--- config.mk ---
export PLATFORM = sky130hd
export DESIGN_NAME = bus_arbiter
export DESIGN_NICKNAME = d
export VERILOG_FILES = /design/src/rtl/bus_arb_pkg.sv /design/src/rtl/bus_arb_rr_pick.sv /design/src/rtl/bus_arbiter.sv
export SDC_FILE = /design/constraint.sdc
export NUM_CORES = 1
export LEC_CHECK = 0
export BUFFER_PORTS_ARGS = -buffer_cell sky130_fd_sc_hd__clkbuf_2
export CORE_UTILIZATION = 35
export DETAILED_ROUTE_END_ITERATION = 8
export PLACE_DENSITY_LB_ADDON = 0.25
export REMOVE_ABC_BUFFERS = 1
export SYNTH_ARGS = -nofsm -noshare
export SYNTH_HDL_FRONTEND = slang
export SYNTH_SLANG_ARGS = --single-unit
export TNS_END_PERCENT = 30
--- constraint.sdc ---
create_clock -name clk -period 4.5 [get_ports clk]
set_clock_uncertainty 0.15 [all_clocks]
set_input_delay 0.225 -clock clk [delete_from_list [all_inputs] [get_ports clk]]
set_output_delay 0.225 -clock clk [all_outputs]
set_load 0.02 [all_outputs]
--- src/rtl/bus_arb_pkg.sv ---
// Shared encodings for the two-master bus arbiter: FSM states, owner ids and access op.
package bus_arb_pkg;

  typedef enum logic [1:0] {
    IDLE   = 2'd0,
    ACCESS = 2'd1,
    DONE   = 2'd2
  } state_e;

  localparam logic M0 = 1'b0;
  localparam logic M1 = 1'b1;

  typedef enum logic {
    OP_READ  = 1'b0,
    OP_WRITE = 1'b1
  } op_e;

endpackage

--- src/rtl/bus_arb_rr_pick.sv ---
// Combinational 2-way round-robin select; on a tie the master that did not win last time is chosen.
module bus_arb_rr_pick
  import bus_arb_pkg::*;
(
  input  logic req0,
  input  logic req1,
  input  logic last_owner,
  output logic valid_c,
  output logic winner_c
);

  always_comb begin
    valid_c  = req0 | req1;
    winner_c = M0;
    if (req0 && req1) begin
      winner_c = ~last_owner;
    end else if (req1) begin
      winner_c = M1;
    end
  end

endmodule

--- src/rtl/bus_arbiter.sv ---
// Shares one external memory/IO bus between the CPU (master 0) and an auxiliary master (master 1)
// using a fixed-latency access window and a one-cycle completion acknowledge.
module bus_arbiter
  import bus_arb_pkg::*;
#(
  parameter int unsigned ADDR_WIDTH = 20,
  parameter int unsigned DATA_WIDTH = 16,
  parameter int unsigned LATENCY    = 1
) (
  input  logic                  clk,
  input  logic                  reset,
  input  logic                  m0_read,
  input  logic                  m0_write,
  input  logic [ADDR_WIDTH-1:0] m0_addr,
  input  logic [DATA_WIDTH-1:0] m0_wdata,
  output logic [DATA_WIDTH-1:0] m0_rdata,
  output logic                  m0_ack,
  input  logic                  m1_read,
  input  logic                  m1_write,
  input  logic [ADDR_WIDTH-1:0] m1_addr,
  input  logic [DATA_WIDTH-1:0] m1_wdata,
  output logic [DATA_WIDTH-1:0] m1_rdata,
  output logic                  m1_ack,
  output logic [ADDR_WIDTH-1:0] mem_addr,
  output logic [DATA_WIDTH-1:0] mem_wdata,
  output logic                  mem_read,
  output logic                  mem_write,
  input  logic [DATA_WIDTH-1:0] mem_rdata,
  output logic                  busy,
  output logic                  owner
);

  localparam int unsigned     CNT_W    = $clog2(LATENCY + 1);
  localparam logic [CNT_W-1:0] CNT_LAST = CNT_W'(LATENCY - 1);

  state_e                  state_q, state_d;
  logic [CNT_W-1:0]        count_q, count_d;
  logic                    last_owner_q, last_owner_d;
  logic                    owner_q, owner_d;
  logic [ADDR_WIDTH-1:0]   addr_q, addr_d;
  logic [DATA_WIDTH-1:0]   wdata_q, wdata_d;
  op_e                     op_q, op_d;
  logic [DATA_WIDTH-1:0]   m0_rdata_q, m0_rdata_d;
  logic [DATA_WIDTH-1:0]   m1_rdata_q, m1_rdata_d;
  logic                    m0_ack_q, m0_ack_d;
  logic                    m1_ack_q, m1_ack_d;
  logic [ADDR_WIDTH-1:0]   mem_addr_q, mem_addr_d;
  logic [DATA_WIDTH-1:0]   mem_wdata_q, mem_wdata_d;
  logic                    mem_read_q, mem_read_d;
  logic                    mem_write_q, mem_write_d;
  logic                    busy_q, busy_d;
  logic                    pick_valid_c, pick_winner_c;

  bus_arb_rr_pick u_pick (
    .req0       (m0_read | m0_write),
    .req1       (m1_read | m1_write),
    .last_owner (last_owner_q),
    .valid_c    (pick_valid_c),
    .winner_c   (pick_winner_c)
  );

  // Next state; bus outputs are derived from the next-state values so they register cleanly.
  always_comb begin
    state_d      = state_q;
    count_d      = count_q;
    last_owner_d = last_owner_q;
    owner_d      = owner_q;
    addr_d       = addr_q;
    wdata_d      = wdata_q;
    op_d         = op_q;
    m0_rdata_d   = m0_rdata_q;
    m1_rdata_d   = m1_rdata_q;

    case (state_q)
      IDLE: begin
        if (pick_valid_c) begin
          state_d      = ACCESS;
          count_d      = '0;
          owner_d      = pick_winner_c;
          last_owner_d = pick_winner_c;
          if (pick_winner_c == M1) begin
            addr_d  = m1_addr;
            wdata_d = m1_wdata;
            op_d    = m1_write ? OP_WRITE : OP_READ;
          end else begin
            addr_d  = m0_addr;
            wdata_d = m0_wdata;
            op_d    = m0_write ? OP_WRITE : OP_READ;
          end
        end
      end
      ACCESS: begin
        count_d = count_q + CNT_W'(1);
        if (count_q == CNT_LAST) begin
          state_d = DONE;
          if (op_q == OP_READ) begin
            if (owner_q == M1) m1_rdata_d = mem_rdata;
            else               m0_rdata_d = mem_rdata;
          end
        end
      end
      DONE:    state_d = IDLE;
      default: state_d = IDLE;
    endcase

    mem_read_d  = (state_d == ACCESS) && (op_d == OP_READ);
    mem_write_d = (state_d == ACCESS) && (op_d == OP_WRITE);
    mem_addr_d  = (state_d == ACCESS) ? addr_d : '0;
    mem_wdata_d = mem_write_d ? wdata_d : '0;
    m0_ack_d    = (state_d == DONE) && (owner_d == M0);
    m1_ack_d    = (state_d == DONE) && (owner_d == M1);
    busy_d      = (state_d != IDLE);
  end

  always_ff @(posedge clk or posedge reset) begin
    if (reset) begin
      state_q      <= IDLE;
      count_q      <= '0;
      last_owner_q <= M1;
      owner_q      <= M0;
      addr_q       <= '0;
      wdata_q      <= '0;
      op_q         <= OP_READ;
      m0_rdata_q   <= '0;
      m1_rdata_q   <= '0;
      m0_ack_q     <= 1'b0;
      m1_ack_q     <= 1'b0;
      mem_addr_q   <= '0;
      mem_wdata_q  <= '0;
      mem_read_q   <= 1'b0;
      mem_write_q  <= 1'b0;
      busy_q       <= 1'b0;
    end else begin
      state_q      <= state_d;
      count_q      <= count_d;
      last_owner_q <= last_owner_d;
      owner_q      <= owner_d;
      addr_q       <= addr_d;
      wdata_q      <= wdata_d;
      op_q         <= op_d;
      m0_rdata_q   <= m0_rdata_d;
      m1_rdata_q   <= m1_rdata_d;
      m0_ack_q     <= m0_ack_d;
      m1_ack_q     <= m1_ack_d;
      mem_addr_q   <= mem_addr_d;
      mem_wdata_q  <= mem_wdata_d;
      mem_read_q   <= mem_read_d;
      mem_write_q  <= mem_write_d;
      busy_q       <= busy_d;
    end
  end

  assign m0_rdata  = m0_rdata_q;
  assign m1_rdata  = m1_rdata_q;
  assign m0_ack    = m0_ack_q;
  assign m1_ack    = m1_ack_q;
  assign mem_addr  = mem_addr_q;
  assign mem_wdata = mem_wdata_q;
  assign mem_read  = mem_read_q;
  assign mem_write = mem_write_q;
  assign busy      = busy_q;
  assign owner     = owner_q;

endmodule
## After elaboration in Yosys (flattened, before gate mapping)

Index checks and enable logic that the tools add are counted.

| storage, ports and cells | value |
|---|---|
| flip-flop bits (word level) | 115 |
| input bits | 94 |
| output and inout bits | 74 |
| word-level logic and storage cells | 64 |

| operators by class | value |
|---|---|
| add/sub/neg operators | 1 |
| equality and inequality tests | 4 |
| mux-type cells | 22 |
| bitwise operators | 9 |
| reduce and logical (&&, ||, !) cells | 12 |

Operators with widths:

| kind | number |
|---|---|
| $mux 20 | 4 |
| $mux 16 | 4 |
| $mux 1 | 10 |
| $reduce_and 4->1 | 2 |
| $not 1->1 | 6 |
| $logic_and 1x1->1 | 5 |
| $eq 2x1->1 const B | 2 |
| $mux 2 | 2 |
| $pmux 2 s2 | 1 |
| $reduce_and 2->1 | 2 |
| $reduce_bool 2->1 | 2 |
| $or 1x1->1 | 3 |
| $eq 2x2->1 const B | 1 |
| $logic_not 2->1 | 1 |
| $ne 2x2->1 const B | 1 |
| $pmux 1 s2 | 1 |
| $add 1x1->1 const B | 1 |

## Longest topological paths before layout

| logic depth | value |
|---|---|
| word-level depth | 8 |
| depth in mapped cells | 7 |
| mapped depth without buffers | 5 |

## Modules after synthesis

From an unflattened synthesis, not the netlist that was laid out.

| second synthesis, totals | value |
|---|---|
| cell total of the unflattened synthesis | 379 |
| area, all modules | 4710.8 um^2 |

Modules (own cells, without submodules):

| module | instances | cells each | area each (um^2) | sequential area each (um^2) |
|---|---|---|---|---|
| bus_arbiter | 1 | 377 | 4697.0 | 2879.0 |
| bus_arb_rr_pick | 1 | 2 | 13.8 | 0.0 |

## Worst setup path before layout

OpenSTA, ideal clock, no wires.

| timing path | value |
|---|---|
| kind | register to register |
| start | reg state_q[1] |
| end | reg m0_rdata_q[10] (netlist: m0_rdata[10]) |
| arrival time | 1.511 ns |
| path slack | 2.714 ns |
| cell stages (with the launch flop) | 6 |
| period minus slack after synthesis | 1.786 ns |
| cell sequence | dfrtp_1 > and2b_1 > nand2b_2 > nor3_4 > buf_4 > mux2_2 |

| on the way | value |
|---|---|
| cells in the longest elaborated chain, start to end | 2 |

Ends and longest elaborated chain:

| item | RTL line | text |
|---|---|---|
| from (decl) | bus_arbiter.sv:36 | `state_e state_q, state_d;` |
| from (signal assigned) | bus_arbiter.sv:134 | `state_q <= state_d;` |
| $eq 2x1->1 | bus_arbiter.sv:74 | `case (state_q)` |
| $reduce_and 4->1 (no source line) | n/a |  |
| to (signal assigned) | bus_arbiter.sv:141 | `m0_rdata_q <= m0_rdata_d;` |
| to (decl) | bus_arbiter.sv:43 | `logic [DATA_WIDTH-1:0] m0_rdata_q, m0_rdata_d;` |

Every way passes these cells.
A chain may end at the register's enable or synchronous reset.

## Worst setup path in the final report

| timing path | value |
|---|---|
| start | reg last_owner_q |
| end | reg mem_addr_q[16] (netlist: mem_addr[16]) |

| on the way | value |
|---|---|
| cells in the longest elaborated chain, start to end | 6 |

Ends and longest elaborated chain:

| item | RTL line | text |
|---|---|---|
| from (decl) | bus_arbiter.sv:38 | `logic last_owner_q, last_owner_d;` |
| from (signal assigned) | bus_arbiter.sv:136 | `last_owner_q <= last_owner_d;` |
| $not 1->1 | bus_arb_rr_pick.sv:16 | `winner_c = ~last_owner;` |
| $mux 1 | bus_arb_rr_pick.sv:15 | `if (req0 && req1) begin` |
| $mux 20 | bus_arbiter.sv:81 | `if (pick_winner_c == M1) begin` |
| $mux 20 | bus_arbiter.sv:76 | `if (pick_valid_c) begin` |
| $mux 20 | bus_arbiter.sv:74 |  |
| $mux 20 | bus_arbiter.sv:108 | `mem_addr_d = (state_d == ACCESS) ? addr_d : '0;` |
| named net mem_addr_d[16] | bus_arbiter.sv:47 | `logic [ADDR_WIDTH-1:0] mem_addr_q, mem_addr_d;` |
| to (signal assigned) | bus_arbiter.sv:145 | `mem_addr_q <= mem_addr_d;` |
| to (decl) | bus_arbiter.sv:47 |  |

The timed path passes the listed nets, and every way through them passes these cells.

==> flow_summary.yaml <==
hold_path:
  min_to: "mem_addr[14]"
  hold_path.class: "in2reg"
  hold_depth: 3
  min-delay-start: "m0_addr[14]"
worst_setup_path:
  cpPeakStageDelay_ps: 810
  path_class: "reg2reg"
  slowest_stage: "nand2_2"
  reg2reg_from: "last_owner_q"
  crit_buf_inv: 2
  reg2reg_depth: 6
  worstPathArrival_ps: 3000
  path_delay_family: "simple AND/OR/NAND/NOR gates"
  start_kind: "register"
  regToRegSetupSlack_ps: 1590
  cp.required_ps: 4590
  cp-end-kind: "register"
  crit_chain: "o21ai_2 -> buf_4 -> nand2_2 -> mux2i_1 -> dlygate4sd3_1 -> o21ai_0"
  cp.depth: 6
  crit_fanout: 36
  r2r-end: "mem_addr[16]"
sta:
  finalCriticalPeriod_ps: 2910
  maxSlewViolCount: 0
  setup_violations: 0
  slew_headroom: 0.253
  worstMarginPinSlew_ps: 1120
  hold_viol_final: 0
  fin_ws_ps: 1590
  setup_tns_ps: 0
  fmax_mhz: 344
  fin_crit_sh: 0.647
  rsz0062_at_grt: "no"
finish:
  drive_gt1_frac: 0.422
  nFillCells: 1167
  final_common_cell: "clkbuf_2"
  final_area_mm2: 0.00700
  layout_common_cells: "clkbuf_2, dfrtp_1, dlygate4sd3_1"
  syn_to_final_growth_pct: 47.1
  final_core_util: 0.529
  stdcell_count: 809
  diodes: 0
  fin_nets: 715
run:
  maxCapViolCount: 0
clock_tree:
  cts_tree: "yes"
  cts_buffer_depth: 2
  cts_buffers: 17
  cts_sinks: 115
  clk_pin_slew_worst_paths_ps: 50
  clock_latency_ps: 400
  root_buffer: "clkbuf_16"
  htree_num_levels: 4
die:
  die_x_um: 119
  coreArea_mm2: 0.0132
  io_pins: 168
  die-area_mm2: 0.0141
  row_count: 42
  start_util: 0.360
  die_h_um: 119
placement:
  placed_cells: 708
  port_buffers: 167
  hpwl_um: 7250
  dp_slack_ps: 2020
  placed_area_mm2: 0.00572
  place.gp.congestion: 0.754
synth:
  ys_warn_count: 0
  synth.avg_cell_area_um2: 12.4
  synthTopCellsByArea: "dfrtp_1, mux2_2, mux2i_1, o21ai_0, nand2_1"
  synth_top_area_share: 0.599
  yosysTopAreaCell: "dfrtp_1"
  ys_seq_elements: 115
  syn-instance-count: 385
  syn_area_mm2: 0.00476
  synth_cell_type_count: 39
  synth_seq_area_share: 0.605
drt:
  avgViaCountPerCell: 4.73
  drc: 0
  wl_per_cell_um: 14.4
  drtIter0Drc: 139
  wl_um: 11600
  drt_pass1_iterations: 4
  num_vias: 3825
  ant_nets: 0
global_route:
  antenna_found_initial: 0
  grtUsageTotal: 0.180
  grt_max_degree: 82
  use_met2: 0.292
  met3_usage: 0.0468
  met1_usage: 0.217
  grt_pass1_vias: 4009
  grt.busiest_layer: "met2"
  grt_pass1_wl_um: 19500
  overflow: 0
pwr:
  peakVddDrop_uv: 243
  powerDensity_mw_per_mm2: 733
  p_leak_nw: 3.38
run_status:
  status: "completed"
-- where the power goes --
part / internal (mW) / switching, mW
clock network: 0.872 / 0.433
registers: 1.55 / 0.236
logic: 0.785 / 1.26
total: 3.21 / 1.93
-- logic make-up (layout without fill, tap and decap cells) --
family,count (synthesis),count (layout),share of synthesized area
simple gates,126,126,0.150
compound gates,65,65,0.0957
flops,115,115,0.605
mux,53,53,0.120
buf+inv,26,274,0.0297
-- worst max path at each step --
stage                  from            to  slack (ps)
3_3_place_gp   last_owner_q   mem_addr[3]        2060
4_1_cts        last_owner_q  mem_addr[16]        1590
6_report       last_owner_q  mem_addr[16]        1590
5_1_grt        last_owner_q  mem_addr[16]        1430
3_5_place_dp   last_owner_q     addr_q[3]        2020
2_1_floorplan         reset     addr_q[0]        1080
-- worst reg2reg max path, delay by kind of cell, from the launching register on --
kind / cells / cell delay [ps]
simple gates: 1 / 820
buf+inv: 2 / 780
flops: 1 / 550
mux: 1 / 330
compound gates: 2 / 130
-- synth_stat cells, drive strengths merged --
| cell type | instances |
|---|---|
| a211oi | 16 |
| a21o | 1 |
| a21oi | 1 |
| a22o | 2 |
| and2 | 3 |
| and2b | 1 |
| and3 | 16 |
| and3b | 1 |
| buf | 15 |
| clkbuf | 9 |
| dfrtp | 114 |
| dfstp | 1 |
| inv | 2 |
| mux2 | 33 |
| mux2i | 20 |
| nand2 | 46 |
| nand2b | 3 |
| nand3 | 1 |
| nand3b | 1 |
| nor2 | 36 |
| nor3 | 1 |
| nor4 | 16 |
| o21ai | 41 |
| o21ba | 1 |
| o22ai | 1 |
| o31a | 1 |
| o31ai | 1 |
| or2 | 1 |
-- what timing repair did --
item | CTS | global route
endpoints found under the setup margin | 0 | 0
gates resized for setup | 0 | 0
hold buffers | 70 | 0
buffers inserted | 0 | 0
endpoints found under the hold margin | 96 | 0
-- registers in the layout, summed over array words and instances (netlist names) --
signal / count
mem_read: 1
m0_ack: 1
owner: 1
busy: 1
addr_q: 20
state_q: 2
op_q: 1
mem_write: 1
mem_addr: 20
m1_ack: 1
last_owner_q: 1
m0_rdata: 16
count_q: 1
m1_rdata: 16
wdata_q: 16
mem_wdata: 16
-- cell type report --
cell class	count	area, µm²	area share
clock buffers	28	547	0.0781
clock inverters	3	40.0	0.00572
inverters	2	10.0	0.00143
multi-input cells	244	1740	0.249
flip-flops and latches	115	2880	0.411
well taps	176	220	0.0314
repair buffers	241	1570	0.224
-- metal layers --
layer	routed length, µm	share of wire
met5	0	0
met4	283	0.024
met3	586	0.050
met2	5810	0.50
met1	4970	0.43
-- through the flow --
step	total power, mW	hold slack (ps)
floorplan	3.11	207
global placement	3.71	3.97
detailed placement	3.78	7.76
CTS	5.19	2.92
global route	5.47	28.3
finish	5.13	16.4
Power figures use the tool's default switching activity.
